===== config.mk =====
export PLATFORM = sky130hd
export DESIGN_NAME = seg_scan_decoder_flat
export DESIGN_NICKNAME = d
export VERILOG_FILES = /design/src/rtl/seg_pkg.sv /design/src/rtl/seg_scan_decoder_if.sv /design/src/rtl/seg_to_bcd.sv /design/src/rtl/seg_scan_decoder.sv /design/src/flat_wrapper.sv
export SDC_FILE = /design/constraint.sdc
export NUM_CORES = 1
export LEC_CHECK = 0
export ABC_AREA = 1
export CAP_MARGIN = 20
export CORE_UTILIZATION = 36
export CTS_CLUSTER_SIZE = 40
export DETAILED_ROUTE_END_ITERATION = 6
export GPL_ROUTABILITY_DRIVEN = 0
export PLACE_DENSITY = 0.6
export SLEW_MARGIN = 20
export SYNTH_ARGS = -nofsm -noshare
export SYNTH_HDL_FRONTEND = slang
export SYNTH_SLANG_ARGS = --single-unit

===== constraint.sdc =====
create_clock -name CLOCK_50 -period 2.6 [get_ports CLOCK_50]
set_input_delay 0.52 -clock CLOCK_50 [delete_from_list [all_inputs] [get_ports CLOCK_50]]
set_output_delay 0.52 -clock CLOCK_50 [all_outputs]
set_load 0.01 [all_outputs]

===== src/rtl/seg_pkg.sv =====
// rtl/seg_pkg.sv - segment pattern constants and scan FSM state type
package seg_pkg;

    // Active-low {g,f,e,d,c,b,a}
    localparam logic [6:0] SEG_0     = 7'b1000000;
    localparam logic [6:0] SEG_1     = 7'b1111001;
    localparam logic [6:0] SEG_2     = 7'b0100100;
    localparam logic [6:0] SEG_3     = 7'b0110000;
    localparam logic [6:0] SEG_4     = 7'b0011001;
    localparam logic [6:0] SEG_5     = 7'b0010010;
    localparam logic [6:0] SEG_6     = 7'b0000010;
    localparam logic [6:0] SEG_7     = 7'b1111000;
    localparam logic [6:0] SEG_8     = 7'b0000000;
    localparam logic [6:0] SEG_9     = 7'b0010000;
    localparam logic [6:0] SEG_BLANK = 7'b1111111;

    localparam logic [3:0] BCD_BLANK = 4'hF;

    typedef enum logic [1:0] {
        IDLE,
        TRACK,
        HELD
    } state_t;

endpackage


===== src/rtl/seg_scan_decoder_if.sv =====
// rtl/seg_scan_decoder_if.sv - scanned display bus and decoded result signals
interface seg_scan_decoder_if #(
    parameter int NDIG = 4
);
    logic [6:0]        HEX_IN;
    logic [NDIG-1:0]   DIG_EN;
    logic              ERR_CLR;
    logic [4*NDIG-1:0] DIGITS;
    logic [NDIG-1:0]   VALID;
    logic              UPDATE;
    logic [2:0]        UPD_IDX;
    logic              ERR;

    modport master (
        output HEX_IN, DIG_EN, ERR_CLR,
        input  DIGITS, VALID, UPDATE, UPD_IDX, ERR
    );

    modport slave (
        input  HEX_IN, DIG_EN, ERR_CLR,
        output DIGITS, VALID, UPDATE, UPD_IDX, ERR
    );
endinterface


===== src/rtl/seg_to_bcd.sv =====
// rtl/seg_to_bcd.sv - combinational 7-segment pattern to BCD classifier
module seg_to_bcd
    import seg_pkg::*;
(
    input  logic [6:0] pattern,
    output logic [3:0] bcd,
    output logic       is_digit,
    output logic       is_blank
);

    always_comb begin
        bcd      = BCD_BLANK;
        is_digit = 1'b1;
        is_blank = 1'b0;
        case (pattern)
            SEG_0:     bcd = 4'd0;
            SEG_1:     bcd = 4'd1;
            SEG_2:     bcd = 4'd2;
            SEG_3:     bcd = 4'd3;
            SEG_4:     bcd = 4'd4;
            SEG_5:     bcd = 4'd5;
            SEG_6:     bcd = 4'd6;
            SEG_7:     bcd = 4'd7;
            SEG_8:     bcd = 4'd8;
            SEG_9:     bcd = 4'd9;
            SEG_BLANK: begin
                is_digit = 1'b0;
                is_blank = 1'b1;
            end
            default:   is_digit = 1'b0;
        endcase
    end

endmodule


===== src/rtl/seg_scan_decoder.sv =====
// rtl/seg_scan_decoder.sv - debounced decode of a multiplexed active-low 7-segment bus
module seg_scan_decoder
    import seg_pkg::*;
#(
    parameter int NDIG          = 4,
    parameter int STABLE_CYCLES = 4
) (
    input  logic                CLOCK_50,
    input  logic                RESET,
    seg_scan_decoder_if.slave   bus
);

    localparam logic [7:0] STABLE_M1 = 8'(STABLE_CYCLES - 1);

    state_t            state_q, state_d;
    logic [7:0]        cnt_q, cnt_d;
    logic [NDIG-1:0]   held_en;
    logic [6:0]        held_hex;
    logic              commit;
    logic              same;
    logic              one_hot;
    logic [3:0]        n_set;
    logic [2:0]        idx;

    logic [3:0]        bcd;
    logic              is_digit;
    logic              is_blank;

    logic [4*NDIG-1:0] digits_q, digits_d;
    logic [NDIG-1:0]   valid_q, valid_d;
    logic              update_q;
    logic [2:0]        upd_idx_q;
    logic              err_q;

    seg_to_bcd u_dec (
        .pattern  (bus.HEX_IN),
        .bcd      (bcd),
        .is_digit (is_digit),
        .is_blank (is_blank)
    );

    assign same = (bus.DIG_EN == held_en) && (bus.HEX_IN == held_hex);

    always_comb begin
        n_set = 4'd0;
        idx   = 3'd0;
        for (int i = 0; i < NDIG; i++) begin
            if (bus.DIG_EN[i]) begin
                n_set = n_set + 4'd1;
                idx   = 3'(i);
            end
        end
    end

    assign one_hot = (n_set == 4'd1);

    // The count includes the current sample, so a fresh pattern starts at 1
    always_comb begin
        state_d = state_q;
        cnt_d   = cnt_q;
        commit  = 1'b0;
        case (state_q)
            IDLE: begin
                cnt_d = 8'd0;
                if (one_hot) begin
                    state_d = TRACK;
                    cnt_d   = 8'd1;
                end
            end
            TRACK: begin
                if (!one_hot) begin
                    state_d = IDLE;
                    cnt_d   = 8'd0;
                end else if (!same) begin
                    cnt_d = 8'd1;
                end else if (cnt_q == STABLE_M1) begin
                    commit  = 1'b1;
                    state_d = HELD;
                    cnt_d   = cnt_q + 8'd1;
                end else begin
                    cnt_d = cnt_q + 8'd1;
                end
            end
            HELD: begin
                if (!same) begin
                    if (!one_hot) begin
                        state_d = IDLE;
                        cnt_d   = 8'd0;
                    end else begin
                        state_d = TRACK;
                        cnt_d   = 8'd1;
                    end
                end
            end
            default: begin
                state_d = IDLE;
                cnt_d   = 8'd0;
            end
        endcase
    end

    always_comb begin
        digits_d = digits_q;
        valid_d  = valid_q;
        for (int i = 0; i < NDIG; i++) begin
            if (bus.DIG_EN[i]) begin
                digits_d[4*i +: 4] = bcd;
                valid_d[i]         = is_digit;
            end
        end
    end

    always_ff @(posedge CLOCK_50) begin
        if (RESET) begin
            state_q   <= IDLE;
            cnt_q     <= 8'd0;
            held_en   <= '0;
            held_hex  <= '0;
            digits_q  <= {NDIG{BCD_BLANK}};
            valid_q   <= '0;
            update_q  <= 1'b0;
            upd_idx_q <= 3'd0;
            err_q     <= 1'b0;
        end else begin
            state_q  <= state_d;
            cnt_q    <= cnt_d;
            held_en  <= bus.DIG_EN;
            held_hex <= bus.HEX_IN;
            update_q <= commit;
            if (commit) begin
                digits_q  <= digits_d;
                valid_q   <= valid_d;
                upd_idx_q <= idx;
            end
            // A fresh error outranks a simultaneous clear
            if (commit && !is_digit && !is_blank) begin
                err_q <= 1'b1;
            end else if (bus.ERR_CLR) begin
                err_q <= 1'b0;
            end
        end
    end

    assign bus.DIGITS  = digits_q;
    assign bus.VALID   = valid_q;
    assign bus.UPDATE  = update_q;
    assign bus.UPD_IDX = upd_idx_q;
    assign bus.ERR     = err_q;

endmodule


===== src/flat_wrapper.sv =====
// flat-port wrapper written by rule: the top's interface ports become plain ports
module seg_scan_decoder_flat import seg_pkg::*;
#(
    parameter int NDIG          = 4,
    parameter int STABLE_CYCLES = 4
)
  (CLOCK_50, RESET, bus_HEX_IN, bus_DIG_EN, bus_ERR_CLR, bus_DIGITS, bus_VALID, bus_UPDATE, bus_UPD_IDX, bus_ERR);
  seg_scan_decoder_if #(.NDIG(NDIG)) bus_i ();
  input  logic CLOCK_50;
  input  logic RESET;
  input wire logic [$bits(bus_i.HEX_IN)-1:0] bus_HEX_IN;
  input wire logic [$bits(bus_i.DIG_EN)-1:0] bus_DIG_EN;
  input wire logic [$bits(bus_i.ERR_CLR)-1:0] bus_ERR_CLR;
  output wire logic [$bits(bus_i.DIGITS)-1:0] bus_DIGITS;
  output wire logic [$bits(bus_i.VALID)-1:0] bus_VALID;
  output wire logic [$bits(bus_i.UPDATE)-1:0] bus_UPDATE;
  output wire logic [$bits(bus_i.UPD_IDX)-1:0] bus_UPD_IDX;
  output wire logic [$bits(bus_i.ERR)-1:0] bus_ERR;
  assign bus_i.HEX_IN = bus_HEX_IN;
  assign bus_i.DIG_EN = bus_DIG_EN;
  assign bus_i.ERR_CLR = bus_ERR_CLR;
  assign bus_DIGITS = bus_i.DIGITS;
  assign bus_VALID = bus_i.VALID;
  assign bus_UPDATE = bus_i.UPDATE;
  assign bus_UPD_IDX = bus_i.UPD_IDX;
  assign bus_ERR = bus_i.ERR;
  seg_scan_decoder #(.NDIG(NDIG), .STABLE_CYCLES(STABLE_CYCLES)) u_core (.CLOCK_50(CLOCK_50), .RESET(RESET), .bus(bus_i));
endmodule

==> run_results.csv <==
group,metric,value,unit
power_and_ir_drop,combPwrFrac,13.1,%
run_status,outcome,"finished, final reports clean",
sta,worst_slew_pin_slew,0.635,ns
yosys,synth_seq_cells,45,
sta,max_clock_freq,0.413,GHz
sta,relSlewSlack,57.4,%
layout,final_common_cell,"nand2_1",
hold_path,hold_depth,2,
yosys,synth_area_leaders,"dfxtp_1 36%, nand2_1 14%, nand3_1 12%, nor2_1 6.6%, inv_1 5.0%",
layout,drive_gt1_share,13.8,%
flow_run,drv_cap,0,
hold_path,hold_path_class,"reg -> reg",
layout,nFillCells,658,
setup_path,cp.required,2.84,ns
setup_path,timing.rr.start,"u_core.cnt_q[0]",
power_and_ir_drop,p_sw,0.362,mW
setup_path,cp-start-kind,"input pin",
die,ios,39,
die,die_height,85.3,um
die,coreArea,0.00653,mm^2
power_and_ir_drop,power,1.45,mW
global_route,grt_pass1_wl,9560,um
die,design.die.area,0.00727,mm^2
detailed_routing,num_vias,2337,
detailed_routing,drt_pass1_iterations,4,
yosys,ys_seq_area_share,36.1,%
cts,cts_max_level,2,
setup_path,criticalPathCategory,"in -> reg",
layout,n_antenna_cell,0,
placement,io_buffer_count,37,
detailed_routing,post_drt_wl_per_cell,11.6,um
setup_path,critPathCaptureType,"register",
sta,timing.final.crit_share,93.0,%
hold_path,hp-start,"u_core.bus.DIGITS[5]",
power_and_ir_drop,seq_power_share,48.8,%
global_route,track_usage,16.4,%
sta,rsz0062_at_grt,"no",
sta,setup_viol,0,
setup_path,rr_worst_depth,8,
yosys,synth_area,0.00250,mm^2
yosys,synth_top_area_cell,"dfxtp_1",
power_and_ir_drop,internal-power,1.09,mW
yosys,yosys.area.top_type_share,36.1,%
yosys,synth.distinct_cells,37,
cts,clockBufferDepth,2,
setup_path,cp_max_fo,9,
placement,post-dp-hpwl,4160,um
global_route,grt_overflow,0,
power_and_ir_drop,p_leak,1.46,nW
setup_path,regToRegEndpoint,"u_core.bus.VALID[3]",
detailed_routing,ant_nets,0,
power_and_ir_drop,clkPwrFrac,38.1,%
layout,area_growth,26.0,%
detailed_routing,totalWireLength,5580,um
global_route,grt_max_degree,22,
yosys,syn_nets,374,
yosys,syn_inst,356,
yosys,yosys_warnings,0,
die,die_width,85.3,um
global_route,grt_pass1_vias,2166,
global_route,antenna_found_initial,0,
hold_path,holdPathEnd,"u_core.bus.DIGITS[5]",
layout,fin_util,48.2,%
cts,numCtsBuffers,5,
layout,nets,422,
cts,path_clk_slew,0.08,ns
sta,min_period,2.42,ns
cts,clock_latency,0.30,ns
power_and_ir_drop,power_density,462,mW/mm^2
die,start_util,38.2,%
yosys,avgSynthCellArea,7.02,um^2
layout,layout_common_cells,"95 x nand2_1, 59 x nand3_1, 45 x dfxtp_1",
die,rows,29,
setup_path,cp.arrival,2.66,ns
power_and_ir_drop,ir_drop,0.169,mV
cts,cts_tree,"done",
detailed_routing,drcViolationCount,0,
sta,final_hold_viol_count,0,
cts,cts-root-buf,"clkbuf_8",
power_and_ir_drop,p_sw_share,24.9,%
detailed_routing,drtIter0Drc,104,
sta,fin_skew,0.00827,ns
sta,slew_violations,0,
setup_path,r2r_setup_slack,0.76,ns
detailed_routing,vias_per_cell,4.85,
cts,cts_sinks,45,
==> area by class of cell <==
type	count	area (um^2)	area share, %
Multi-Input combinational cell	256	1320	42.0
Clock inverter	1	30.0	0.955
Tap cell	77	96.3	3.06
Inverter	41	156	4.97
Timing Repair Buffer	55	556	17.7
Sequential cell	45	901	28.6
Clock buffer	7	86.3	2.74
==> critical path: stages <==
cell and delay [ns]:
clkdlybuf4s50_1 0.63, nand2_1 0.10, o21ai_2 0.08, inv_1 0.06, ha_1 0.26, nor2_1 0.10, nand2_1 0.07, nand2_2 0.09
nand3_4 0.11, nor2_8 0.18, bufbuf_16 0.29, a21oi_1 0.06, nor2_1 0.10
==> cells by family after synthesis <==
kind of cell | count (synthesis) | share of synthesized area [%]
flops | 45 | 36.1
compound gates | 23 | 5.46
other cells | 1 | 0.150
simple gates | 220 | 41.2
fa+ha+maj | 4 | 2.00
buf+inv | 55 | 11.7
xor+xnor | 8 | 3.41
==> sequential cells by signal, summed over array words and instances, names as in the netlist <==
signal              cells
u_core.bus.VALID        4
u_core.bus.UPD_IDX      2
u_core.bus.ERR          1
u_core.held_en          4
u_core.bus.UPDATE       1
u_core.bus.DIGITS      16
u_core.held_hex         7
u_core.cnt_q            8
u_core.state_q          2
==> metrics by stage <==
| step | hold WS (ns) | setup TNS [ns] | cells | cell area [um^2] | worst slack, ns |
|---|---|---|---|---|---|
| floorplan | 0.442 | 0 | 356 | 2500 | 0.161 |
| global placement | 0.446 | -9.44 | 472 | 2960 | -0.350 |
| detailed placement | 0.448 | -9.66 | 472 | 2960 | -0.365 |
| CTS | 0.469 | 0 | 481 | 3130 | 0.0152 |
| global route | 0.494 | 0 | 482 | 3150 | 0.0374 |
| finish | 0.465 | 0 | 482 | 3150 | 0.181 |
==> synth_stat cells, drive strengths merged <==
library cell / count
clkbuf: 4
xor2: 4
clkinv: 3
nand2: 101
dfxtp: 45
inv: 38
ha: 4
nor2: 49
o21ai: 7
o21a: 1
nand3: 62
nor3: 3
nand4: 4
conb: 1
xnor2: 4
a21oi: 15
nor4: 1
buf: 10
==> per-layer routing <==
layer | track usage [%] | vias up | routed length (um)
li1 | - | 1214 | -
met1 | 21.5 | 1048 | 2620
met2 | 26.4 | 67 | 2540
met3 | 3.79 | 8 | 350
met4 | 6.21 | 0 | 74
met5 | 0 | - | 0
==> power groups by stage <==
stage               Clock, mW  Sequential [mW]  Combinational, mW
floorplan                   0            0.724              0.131
finish                  0.554            0.710              0.191
CTS                     0.569            0.710              0.191
detailed placement          0            0.726              0.187
global route            0.598            0.712              0.215
global placement            0            0.726              0.185
==> worst max-delay path by stage <==
stage | start | to | slack, ns | depth (start not counted)
2_1_floorplan | bus_DIG_EN[0] | u_core.bus.DIGITS[0] | 0.16 | 14
3_3_place_gp | bus_DIG_EN[0] | u_core.bus.VALID[1] | -0.35 | 14
3_5_place_dp | bus_DIG_EN[0] | u_core.bus.DIGITS[6] | -0.36 | 14
4_1_cts | bus_DIG_EN[0] | u_core.bus.DIGITS[6] | 0.02 | 13
5_1_grt | bus_DIG_EN[2] | u_core.bus.VALID[2] | 0.04 | 13
6_report | bus_DIG_EN[2] | u_core.bus.VALID[3] | 0.18 | 13
==> what timing repair did <==
item                       in CTS  in global routing
buffers inserted                0                  1
hold buffers                    0                  0
gates resized for setup         3                  3
pin swaps                       1                  3
setup endpoints to repair      18                 21
cloned                          1                  0
hold endpoints to repair        0                  0
Power figures use the tool's default switching activity.
